## src/rtl/rtlup_master_pkg.sv

```systemverilog
// Shared definitions for the rtlup_master bus master.
//   state_t     : 2-bit FSM encoding (IDLE, STRB, WAIT, RESP)
//   DEF_*       : default data width, address width and uprdy timeout
//   cnt_width() : width of the WAIT-cycle counter, clog2(timeout+1), minimum 1
package rtlup_master_pkg;

    typedef enum logic [1:0] {
        IDLE = 2'd0,
        STRB = 2'd1,
        WAIT = 2'd2,
        RESP = 2'd3
    } state_t;

    localparam int DEF_WIDTH   = 8;
    localparam int DEF_AWIDTH  = 8;
    localparam int DEF_TIMEOUT = 16;

    function automatic int cnt_width(input int timeout);
        return (timeout < 1) ? 1 : $clog2(timeout + 1);
    endfunction

    localparam int DEF_CNT_W = cnt_width(DEF_TIMEOUT);

endpackage

```

## src/rtl/rtlup_master_uptimeout.sv

```systemverilog
// WAIT-cycle counter for rtlup_master.
//   clk, rst : clock, asynchronous active-low reset
//   clear    : return the count to zero (held while not waiting)
//   enable   : count one WAIT cycle without uprdy
//   expired  : this enabled cycle is the TIMEOUT-th one; never asserts when TIMEOUT=0
module uptimeout
    import rtlup_master_pkg::*;
#(
    parameter int TIMEOUT = DEF_TIMEOUT,
    parameter int CNT_W   = cnt_width(TIMEOUT)
) (
    input  logic clk,
    input  logic rst,
    input  logic clear,
    input  logic enable,
    output logic expired
);

    // Expiry is flagged during the cycle whose increment would reach TIMEOUT,
    // so the master can still give a same-cycle uprdy priority over it.
    localparam logic [CNT_W-1:0] LIMIT = CNT_W'((TIMEOUT > 0) ? TIMEOUT - 1 : 0);

    logic [CNT_W-1:0] cnt;

    always_ff @(posedge clk or negedge rst) begin
        if (!rst) begin
            cnt <= '0;
        end else if (clear) begin
            cnt <= '0;
        end else if (enable) begin
            cnt <= cnt + CNT_W'(1);
        end
    end

    assign expired = (TIMEOUT != 0) && enable && (cnt == LIMIT);

endmodule

```

## src/rtl/rtlup_master.sv

```systemverilog
// Request/response to microprocessor-bus master. One transaction at a time:
// accept a request, pulse upws/uprs for one cycle, wait for uprdy (bounded by
// TIMEOUT), then emit a one-cycle rsp_vld with rsp_data/rsp_err.
//   clk, rst                       : clock, asynchronous active-low reset
//   req_vld/req_rdy/req_wr/
//   req_addr/req_data              : request handshake and payload
//   rsp_vld/rsp_data/rsp_err       : response pulse, read data, timeout flag
//   upen/upws/uprs/upa/updi        : bus enable, strobes, address, write data
//   updo/uprdy                     : bus read data and responder ready
module rtlup_master
    import rtlup_master_pkg::*;
#(
    parameter int WIDTH   = DEF_WIDTH,
    parameter int AWIDTH  = DEF_AWIDTH,
    parameter int TIMEOUT = DEF_TIMEOUT
) (
    input  logic              clk,
    input  logic              rst,
    input  logic              req_vld,
    output logic              req_rdy,
    input  logic              req_wr,
    input  logic [AWIDTH-1:0] req_addr,
    input  logic [WIDTH-1:0]  req_data,
    output logic              rsp_vld,
    output logic [WIDTH-1:0]  rsp_data,
    output logic              rsp_err,
    output logic              upen,
    output logic              upws,
    output logic              uprs,
    output logic [AWIDTH-1:0] upa,
    output logic [WIDTH-1:0]  updi,
    input  logic [WIDTH-1:0]  updo,
    input  logic              uprdy
);

    localparam int CNT_W = cnt_width(TIMEOUT);

    state_t            state, state_next;
    logic              wr, wr_next;
    logic              req_rdy_next, upen_next, upws_next, uprs_next;
    logic              rsp_vld_next, rsp_err_next;
    logic [AWIDTH-1:0] upa_next;
    logic [WIDTH-1:0]  updi_next, rsp_data_next;
    logic              cnt_clear, cnt_enable, cnt_expired;

    assign cnt_clear  = (state != WAIT);
    assign cnt_enable = (state == WAIT) && !uprdy;

    uptimeout #(
        .TIMEOUT (TIMEOUT),
        .CNT_W   (CNT_W)
    ) u_timeout (
        .clk     (clk),
        .rst     (rst),
        .clear   (cnt_clear),
        .enable  (cnt_enable),
        .expired (cnt_expired)
    );

    always_ff @(posedge clk or negedge rst) begin
        if (!rst) begin
            state <= IDLE;
        end else begin
            state <= state_next;
        end
    end

    // Next-state and next-output logic; every output is registered below.
    always_comb begin
        state_next    = state;
        wr_next       = wr;
        upen_next     = upen;
        upws_next     = 1'b0;
        uprs_next     = 1'b0;
        upa_next      = upa;
        updi_next     = updi;
        rsp_vld_next  = 1'b0;
        rsp_data_next = rsp_data;
        rsp_err_next  = rsp_err;
        case (state)
            IDLE: begin
                // req_rdy is only ever high in IDLE
                if (req_vld && req_rdy) begin
                    state_next = STRB;
                    wr_next    = req_wr;
                    upen_next  = 1'b1;
                    upws_next  = req_wr;
                    uprs_next  = !req_wr;
                    upa_next   = req_addr;
                    updi_next  = req_data;
                end
            end
            STRB: begin
                state_next = WAIT;
            end
            WAIT: begin
                // uprdy wins over a same-cycle expiry
                if (uprdy) begin
                    state_next    = RESP;
                    upen_next     = 1'b0;
                    rsp_vld_next  = 1'b1;
                    rsp_data_next = wr ? '0 : updo;
                    rsp_err_next  = 1'b0;
                end else if (cnt_expired) begin
                    state_next    = RESP;
                    upen_next     = 1'b0;
                    rsp_vld_next  = 1'b1;
                    rsp_data_next = '0;
                    rsp_err_next  = 1'b1;
                end
            end
            RESP: begin
                state_next = IDLE;
            end
            default: begin
                state_next = IDLE;
            end
        endcase
        req_rdy_next = (state_next == IDLE);
    end

    // req_rdy resets low and rises on the first edge after release.
    always_ff @(posedge clk or negedge rst) begin
        if (!rst) begin
            wr       <= 1'b0;
            req_rdy  <= 1'b0;
            upen     <= 1'b0;
            upws     <= 1'b0;
            uprs     <= 1'b0;
            upa      <= '0;
            updi     <= '0;
            rsp_vld  <= 1'b0;
            rsp_data <= '0;
            rsp_err  <= 1'b0;
        end else begin
            wr       <= wr_next;
            req_rdy  <= req_rdy_next;
            upen     <= upen_next;
            upws     <= upws_next;
            uprs     <= uprs_next;
            upa      <= upa_next;
            updi     <= updi_next;
            rsp_vld  <= rsp_vld_next;
            rsp_data <= rsp_data_next;
            rsp_err  <= rsp_err_next;
        end
    end

endmodule

```

## config.mk

```make
export PLATFORM = sky130hd
export DESIGN_NAME = rtlup_master
export DESIGN_NICKNAME = d
export VERILOG_FILES = /design/src/rtl/rtlup_master_pkg.sv /design/src/rtl/rtlup_master_uptimeout.sv /design/src/rtl/rtlup_master.sv
export SDC_FILE = /design/constraint.sdc
export NUM_CORES = 1
export LEC_CHECK = 0
export ABC_CLOCK_PERIOD_IN_PS = 1650
export BUFFER_PORTS_ARGS = -buffer_cell sky130_fd_sc_hd__buf_2
export CAP_MARGIN = 10
export CELL_PAD_IN_SITES_DETAIL_PLACEMENT = 0
export CELL_PAD_IN_SITES_GLOBAL_PLACEMENT = 1
export CORE_MARGIN = 5
export CORE_UTILIZATION = 38
export DETAILED_ROUTE_END_ITERATION = 8
export GPL_TIMING_DRIVEN = 0
export PLACE_DENSITY = 0.74
export SYNTH_ARGS = -nofsm -noshare
export SYNTH_HDL_FRONTEND = slang
export SYNTH_SLANG_ARGS = --single-unit
```

## constraint.sdc

```tcl
create_clock -name clk -period 1.65 [get_ports clk]
set_input_delay 0.0825 -clock clk [delete_from_list [all_inputs] [get_ports clk]]
set_output_delay 0.0825 -clock clk [all_outputs]
set_load 0.005 [all_outputs]
```

Word-level counts from Yosys, hierarchy flattened

Cells that the tools add are included.

Bits in registers: 38
Bits in latches: 0
Bits in writable memories: 0
ROM bits: 0
Input port bits: 29
Output and inout port bits: 30
Word-level logic and storage cells: 55
Memories kept: 0

$add $sub $neg: 1
$mul: 0
Div/mod/pow operators: 0
Order comparisons: 0
Equal/unequal tests: 7
Shifts and indexed selects: 0
Multiplexer cells: 22
Bitwise operators: 0
Reductions and logical operators: 13

Operator list:

| operator            | number |
|---|---|
| $mux 8              | 3 |
| $mux 1              | 12 |
| $mux 5              | 2 |
| $pmux 2 s4          | 1 |
| $mux 2              | 3 |
| $reduce_bool 2->1   | 3 |
| $add 5x1->5 const B | 1 |
| $eq 5x4->1 const B  | 1 |
| $eq 2x2->1 const B  | 2 |
| $logic_not 2->1     | 2 |
| $ne 2x2->1 const B  | 2 |
| $reduce_and 2->1    | 2 |
| $logic_and 1x1->1   | 3 |
| $ne 3x3->1 const B  | 1 |
| $reduce_and 3->1    | 1 |
| $eq 2x1->1 const B  | 1 |
| $logic_not 1->1     | 2 |
| $pmux 1 s2          | 1 |

Depth between registers and ports, before layout

Gate-level depths: netlist of run 1.

Depth after elaboration: 7
Mapped depth: 6
Mapped depth without buffers: 6

Modules after synthesis

Synthesis of run 1 repeated with hierarchy kept, for this count alone.

Cells, all modules: 119
Area total of the unflattened synthesis: 1632.8 um^2

By module, submodules not included:

| module       | times used | cells each | area an instance (um^2) | sequential area each (um^2) |
|---|---|---|---|---|
| rtlup_master | 1          | 95         | 1347.5                  | 825.8 |
| uptimeout    | 1          | 24         | 285.3                   | 125.1 |

Least setup slack after synthesis of run 1

No wires, ideal clock.

Path type: reg-to-reg
From: register u_timeout.cnt[0]
To: register rsp_data[0]
Library setup time: 66 ps
Arrival: 1435 ps
Data required time: 1584 ps
Setup slack: 149 ps
Stages on the path, launching flop included: 6
Buffers on the path: 0
Period minus slack after synthesis: 1501 ps
Path through: dfrtp_1 -> ha_1 -> and3_1 -> ha_1 -> o21ai_2 -> a22o_1

Longest elaborated chain between the ends: 4

Ends and longest elaborated chain:

| item                               | RTL line                     | source |
|---|---|---|
| start: declaration                 | rtlup_master_uptimeout.sv:23 | `logic [CNT_W-1:0] cnt;` |
| start signal: assignment           | rtlup_master_uptimeout.sv:31 | `cnt <= cnt + CNT_W'(1);` |
| $eq 5x4->1                         | rtlup_master_uptimeout.sv:35 | `assign expired = (TIMEOUT != 0) && enable && (cnt == LIMIT);` |
| $logic_and 1x1->1                  | rtlup_master_uptimeout.sv:35 |  |
| $reduce_bool 2->1 (no source line) | n/a                          |  |
| $reduce_and 2->1 (no source line)  | n/a                          |  |
| end signal: assignment             | rtlup_master.sv:144          | `rsp_data <= rsp_data_next;` |
| end: declaration                   | rtlup_master.sv:25           | `output logic [WIDTH-1:0] rsp_data,` |

Every way passes these cells.
A chain may end at the register's enable or synchronous reset.

Final worst setup path of run 1

From: register u_timeout.cnt[0]
To: register rsp_data[3]

The elaborated chain is that of the path after synthesis.

==> results.md, run 1 <==
- Post-Syn Instances: roughly 110
- Yosys warns: 0
- Max Cap Violations: 0
- Hold slack: between 0.01 and 0.015 ns
- Setup CP Type: flip-flop to flip-flop
- Final Wtd Congestion: 0.691
- Core Region: 0.00400 sq mm
- Die height: about 74 um
- Max-slew violation count: 0
- Area after DPL: 0.00192 sq mm
- Crit path max-delay cell type: dfrtp_1
- Finished Cell Area: a little over 0.002 sq mm
- Overflow after GRT: 0
- Via density: 4.65
- Initial antenna violation count: 0
- CTS Sinks: 38
- Sequential share of the synthesized area: around three fifths
- Antenna Nets Post-Route: 0
- Power Density: 1670 mW/mm^2
- Syn Area/Cell: 14.7 sq um
- Diode count: 0
- CP cell instances: ha_1, and3_1, ha_2, o21ai_4, a22o_1
- Post-DP HPWL: 2310 um
- First-pass GRT wire length: 5280 um
- Clk buf depth: 2
- Worst endpoint required time: around 1.9 ns
- Endpoints failing setup: 0
- Worst slew pin tran: 0.812 ns
- I/O Buffers: slightly below 60
- Seq cells post-synth: 38
- 1st-pass router iterations: 4
- Routed wire length: 3180 um
- Max incr delay on CP: 0.41 ns
- Combined global-route utilization of all metal layers: 12.7%
- Max Clock Skew: 0.00652 ns
- Per-cell routed wire length: 14.1 um
- Critical path data arrival time: 1.74 ns
- I/O pin count: a little under 60
- Layout Utilization: 51.0%
- CP top delay family: compound AO/OA/AOI/OAI gates
- Hold WC Path Type: input pin to flip-flop
- H-Tree Depth: 2
- Vias in the first global route: 1129
- Syn-to-layout area delta: 30.2%
- Fmax: around 660 MHz
- Crit share post-route: 92.4%
- Cell area after synthesis: approximately 0.0016 sq mm
- Status: finished clean
- RSZ-0062 raised after global routing: false
- Die ar.: about 0.0055 sq mm
- Buf/Inv on CP: 0
- Layout cell share with drive strength beyond 1: 50.9%
- Peak VDD IR: just under 0.7 mV
- Worst setup EP type: flip-flop
- Initial Util: 39.2%
- Syn_nets: 140
- Post-CTS Setup Inserts: 0
- DRT iter0 DRCs: between 40 and 50
- Leak: 1.11 nW
- Hold Fails Final Rpt: 0
- # rows: 23
- Root Buffer: clkbuf_8
- Skew-Pair Late Insertion Delay: 0.28 ns
- Post-route minimum period: 1.52 ns
- DRC: 0
- Chip width: between 70 and 80 um
- Synth unique cells: 26
- Num CTS Buffers: 5
- Via Count: 1047
- Largest net degree at the start of global routing: 39
- Clock-pin slew on the worst setup and hold paths: 0.07 ns
- CTS tree: yes
- Crit-path max FO: 9
- Startpoint types: flip-flop
- Layout Nets: 207
- Slew HR: 45.9%
==> sequential cells by signal (all words and copies together), names as in the netlist <==
name,cells
rsp_err,1
upen,1
rsp_vld,1
u_timeout.cnt,5
wr,1
uprs,1
state,2
upa,8
upws,1
updi,8
req_rdy,1
rsp_data,8
==> cell type report <==
cell class,instances,area [sq um]
inverter,5,18.8
sequential,38,951
tap,50,62.6
clock inverter,1,5.00
multi-input combinational,60,573
buffer,4,35.0
clock buffer,7,86.3
fill,343,1960
timing repair buffer,60,310
==> synthesized netlist by cell type <==
cell type | n | area [sq um]
a22o_1 | 8 | 70.1
nor2_1 | 4 | 15.0
a21boi_0 | 1 | 7.51
nand3_2 | 1 | 10.0
a21oi_1 | 2 | 10.0
buf_4 | 1 | 7.51
a21o_1 | 1 | 7.51
mux2i_1 | 2 | 20.0
and3_1 | 1 | 6.26
inv_1 | 5 | 18.8
and2_1 | 4 | 25.0
nand4b_1 | 1 | 8.76
nand2_1 | 2 | 7.51
dfrtp_1 | 38 | 951
nor3_1 | 1 | 5.00
ha_1 | 4 | 50.1
o21ai_2 | 1 | 8.76
nor2_2 | 1 | 6.26
buf_6 | 2 | 22.5
nand2b_1 | 1 | 6.26
o21ai_0 | 4 | 20.0
buf_2 | 1 | 5.00
xnor2_1 | 3 | 26.3
mux2_4 | 16 | 240
a31oi_1 | 1 | 6.26
nor2b_1 | 1 | 6.26
==> what timing repair did <==
action,4_1_cts,5_1_grt
resized for setup,1,1
hold endpoints to repair,39,0
hold buffers,2,0
setup endpoints to repair,8,10
pin swaps,0,1
==> kinds of logic (layout without fill, tap and decap cells) <==
| kind of cell | Yosys count | after routing | synth area share [%] |
|---|---|---|---|
| DFF | 38 | 38 | 60.7 |
| AOI/OAI and AO/OA | 18 | 18 | 8.30 |
| muxes | 18 | 18 | 16.6 |
| adders and majority gates | 4 | 4 | 3.19 |
| buffers and inverters | 9 | 77 | 3.43 |
| and+or+nand+nor | 17 | 17 | 6.15 |
| xor gates and xnor gates | 3 | 3 | 1.68 |
==> cells in the final DEF (no fill, tap or decap), types with 2 or more instances in the layout <==
| master | synthesis | layout |
|---|---|---|
| dfrtp_1 | 38 | 38 |
| mux2_4 | 16 | 16 |
| buf_6 | 2 | 2 |
| xnor2_1 | 3 | 3 |
| o21ai_0 | 4 | 4 |
| buf_2 | 1 | 59 |
| and2_1 | 4 | 4 |
| inv_1 | 5 | 5 |
| nor2_1 | 4 | 4 |
| nand2_1 | 2 | 2 |
| dlygate4sd3_1 | 0 | 2 |
| clkbuf_8 | 0 | 6 |
| ha_1 | 4 | 3 |
| a22o_1 | 8 | 8 |
| mux2i_1 | 2 | 2 |
| a21oi_1 | 2 | 2 |
==> power breakdown <==
group          total, mW  internal (mW)  switching (mW)
logic               1.27          0.762           0.508
clock network      0.631          0.336           0.294
registers           1.51           1.31           0.207
total               3.41           2.41            1.01
==> metrics by stage <==
step                      total power [mW]  setup TNS [ns]  setup WS [ns]  instances
after floorplan                       2.29               0          0.149        107
after global placement                2.76          -0.137        -0.0200        215
after detailed placement              2.80          -0.133        -0.0220        215
after CTS                             3.48               0         0.0259        225
after global routing                  3.67               0         0.0305        225
final                                 3.41               0          0.125        225
==> routing by layer <==
| metal | global-route usage (%) | vias to the layer above | wire (um) |
|---|---|---|---|
| met5 | 0 | - | 0 |
| met4 | 5.34 | 0 | 70 |
| met3 | 3.78 | 8 | 232 |
| met2 | 19.3 | 33 | 1490 |
| met1 | 16.9 | 499 | 1390 |
| li1 | - | 507 | - |
==> final timing paths <==
path / start / endpoint / slack, ns / depth (start not counted)
min in group asynchronous: rst / updi[1] / 0.44 / 2
max: u_timeout.cnt[0] / rsp_data[3] / 0.13 / 5
min: updo[1] / rsp_data[1] / 0.01 / 2
min reg2reg: rsp_data[4] / rsp_data[4] / 0.50 / 1
max reg2reg: u_timeout.cnt[0] / rsp_data[3] / 0.13 / 5
max in group asynchronous: rst / upa[3] / 0.69 / 2
(Power assumes the default switching activity.)
==> inputs of run 2 (changes only) <==
- ABC_CLOCK_PERIOD_IN_PS: 1650 -> 1800
- CORE_UTILIZATION: 38 -> 41
- PLACE_DENSITY: 0.74 -> 0.8
- clock period: 1.65 -> 1.8 ns (I/O delays scaled with it)
==> results.md, run 2 (synthesis results as in run 1) <==
- Status: finished clean
- Fmax: 613 MHz (-6.6%)
- Slew HR: 46.6% (+0.74 points)
- CTS tree: yes
- Layout Nets: 207 (unchanged)
- Setup tns final: 0 ns (unchanged)
- Worst endpoint required time: 2.02 ns (+0.15 ns)
- Worst slew pin tran: 0.800 ns (-0.0110 ns)
- Hold WC Path Type: input pin to flip-flop
- Final Wtd Congestion: 0.787 (+14%)
- Via density: 4.66 (+0.13%)
- Post-DP HPWL: 2270 um (-1.4%)
- Clk buf depth: 2 (unchanged)
- Crit path max-delay cell type: dfrtp_1
- Diode count: 0 (unchanged)
- Startpoint types: flip-flop
- Initial Util: 42.5% (+3.3 points)
- Post-route minimum period: 1.63 ns (+0.107 ns)
- DRC: 0 (unchanged)
- Most frequent cells in the layout: 59 x buf_2, 38 x dfrtp_1, 16 x mux2_4, 8 x a22o_1, 6 x clkbuf_8
- Die height: 71.8 um (-3.2%)
- Syn-to-layout area delta: 29.9%
- H-Tree Depth: 2 (unchanged)
- Max incr delay on CP: 0.41 ns (about the same)
- Per-cell routed wire length: 13.7 um (-3.5%)
- Chip width: 71.8 um (-3.2%)
- Via Count: 1039 (-0.76%)
- Clock-pin slew on the worst setup and hold paths: 0.07 ns (about the same)
- Core Region: 0.00369 sq mm (-7.8%)
- DRT iter0 DRCs: 21 (-50%)
- Routed wire length: 3040 um (-4.4%)
- Max Cap Violations: 0 (unchanged)
- P_sw: 0.915 mW (-9.3%)
- Num CTS Buffers: 5 (unchanged)
- Initial antenna violation count: 0 (unchanged)
- Antenna Nets Post-Route: 0 (unchanged)
- 1st-pass router iterations: 4 (unchanged)
- Layout cell share with drive strength beyond 1: 50.3% (-0.57 points)
- Combinational Power Share: 37.2% (about the same)
- Peak VDD IR: 0.732 mV (+6.3%)
- Cell mode on critical path: ha_1
- Max-slew violation count: 0 (unchanged)
- Reg power frac: 44.4% (about the same)
- Internal: 2.20 mW (-8.3%)
- Layout Utilization: 55.2% (+4.2 points)
- Skew-Pair Late Insertion Delay: 0.28 ns (about the same)
- I/O Buffers: 58 (unchanged)
- Clock group share of total power: 18.4% (about the same)
- Switching Share: 29.3% (-0.23 points)
- Combined global-route utilization of all metal layers: 12.2% (-0.52 points)
- # rows: 22 (-4.3%)
- Largest net degree at the start of global routing: 39 (unchanged)
- Leak: 1.11 nW (about the same)
- Commonest non-fill, non-tap cell in the layout: buf_2
- Root Buffer: clkbuf_8
- Power Density: 1530 mW/mm^2 (-8.4%)
- Critical path data arrival time: 1.85 ns (+0.11 ns)
- Crit share post-route: 90.7% (-1.7 points)
- First-pass GRT wire length: 4790 um (-9.3%)
- Hold Fails Final Rpt: 0 (unchanged)
- Largest regs: rsp_data: 8 flops, upa: 8 flops, updi: 8 flops
- I/O pin count: 59 (unchanged)
- Worst setup EP type: flip-flop
- Vias in the first global route: 1027 (-9.0%)
- Overflow after GRT: 0 (unchanged)
- Die ar.: 0.00516 sq mm (-6.3%)
- CTS Sinks: 38 (unchanged)
- Post-CTS Setup Inserts: 0 (unchanged)
- Max Clock Skew: 0.00286 ns (-0.00366 ns)
- Endpoints failing setup: 0 (unchanged)
- RSZ-0062 raised after global routing: false
- FILL cells: 333 (-2.9%)
- Crit-path max FO: 9 (unchanged)
- CP cell instances: ha_1, and3_1, ha_1, o21ai_4, a22o_1
- Setup CP Type: flip-flop to flip-flop
- Tot Pwr: 3.12 mW (-8.6%)
==> run 2: power by group through the flow <==
stage | clock network, mW | logic [mW] | registers, mW
final | 0.575 | 1.16 | 1.38
after global placement | 0 | 1.14 | 1.38
after detailed placement | 0 | 1.17 | 1.40
after floorplan | 0 | 0.679 | 1.42
after CTS | 0.592 | 1.18 | 1.39
after global routing | 0.630 | 1.27 | 1.43
==> run 2: worst max-delay path, delay by kind of cell, from the launching register on <==
kind,cells,cell delay [ns]
AND/OR/NAND/NOR,1,0.18
AO/OA/AOI/OAI,2,0.48
adder cells (fa/ha/maj),2,0.49
flip-flops,1,0.41
==> run 2: cell type report <==
cell class | instances | area, sq um | share of cell area (%)
Buffer | 4 | 35.0 | 1.72
Inverter | 5 | 18.8 | 0.921
Clock inverter | 1 | 5.00 | 0.246
Sequential cell | 38 | 951 | 46.7
Multi-Input combinational cell | 60 | 571 | 28.0
Clock buffer | 7 | 86.3 | 4.24
Tap cell | 48 | 60.1 | 2.95
Timing Repair Buffer | 60 | 310 | 15.2
==> run 2: stage by stage <==
stage | cell area, sq um | setup WS (ns) | hold WS [ns] | cells
CTS | 2030 | 0.0707 | 0.0204 | 223
finish | 2040 | 0.168 | 0.0236 | 223
floorplan | 1570 | 0.299 | -0.206 | 107
detailed placement | 1920 | 0.0857 | 0.231 | 213
global route | 2040 | 0.0761 | 0.0165 | 223
global placement | 1920 | 0.135 | 0.217 | 213
==> run 2: routing by layer <==
layer	wire, um	part of all wire [%]	up-vias	global-route usage [%]
met4	0	0	0	2.51
met1	1430	47	492	16.3
met3	319	10	0	6.03
li1	-	-	502	-
met2	1300	43	45	17.8
met5	0	0	-	0
==> run 2: final timing paths <==
check | from | end | slack (ns) | cells past startpoint
setup / recovery | u_timeout.cnt[0] | rsp_data[3] | 0.17 | 5
hold / removal | updo[4] | rsp_data[4] | 0.02 | 2
setup reg to reg | u_timeout.cnt[0] | rsp_data[3] | 0.17 | 5
hold reg to reg | rsp_data[4] | rsp_data[4] | 0.50 | 1
max in group asynchronous | rst | rsp_data[6] | 0.85 | 2
min in group asynchronous | rst | updi[2] | 0.45 | 2
==> run 2: what timing repair did <==
action | in CTS | in global routing
endpoints found under the hold margin | 39 | 0
setup endpoints to repair | 0 | 8
hold buffers | 2 | 0
gates resized for setup | 0 | 1
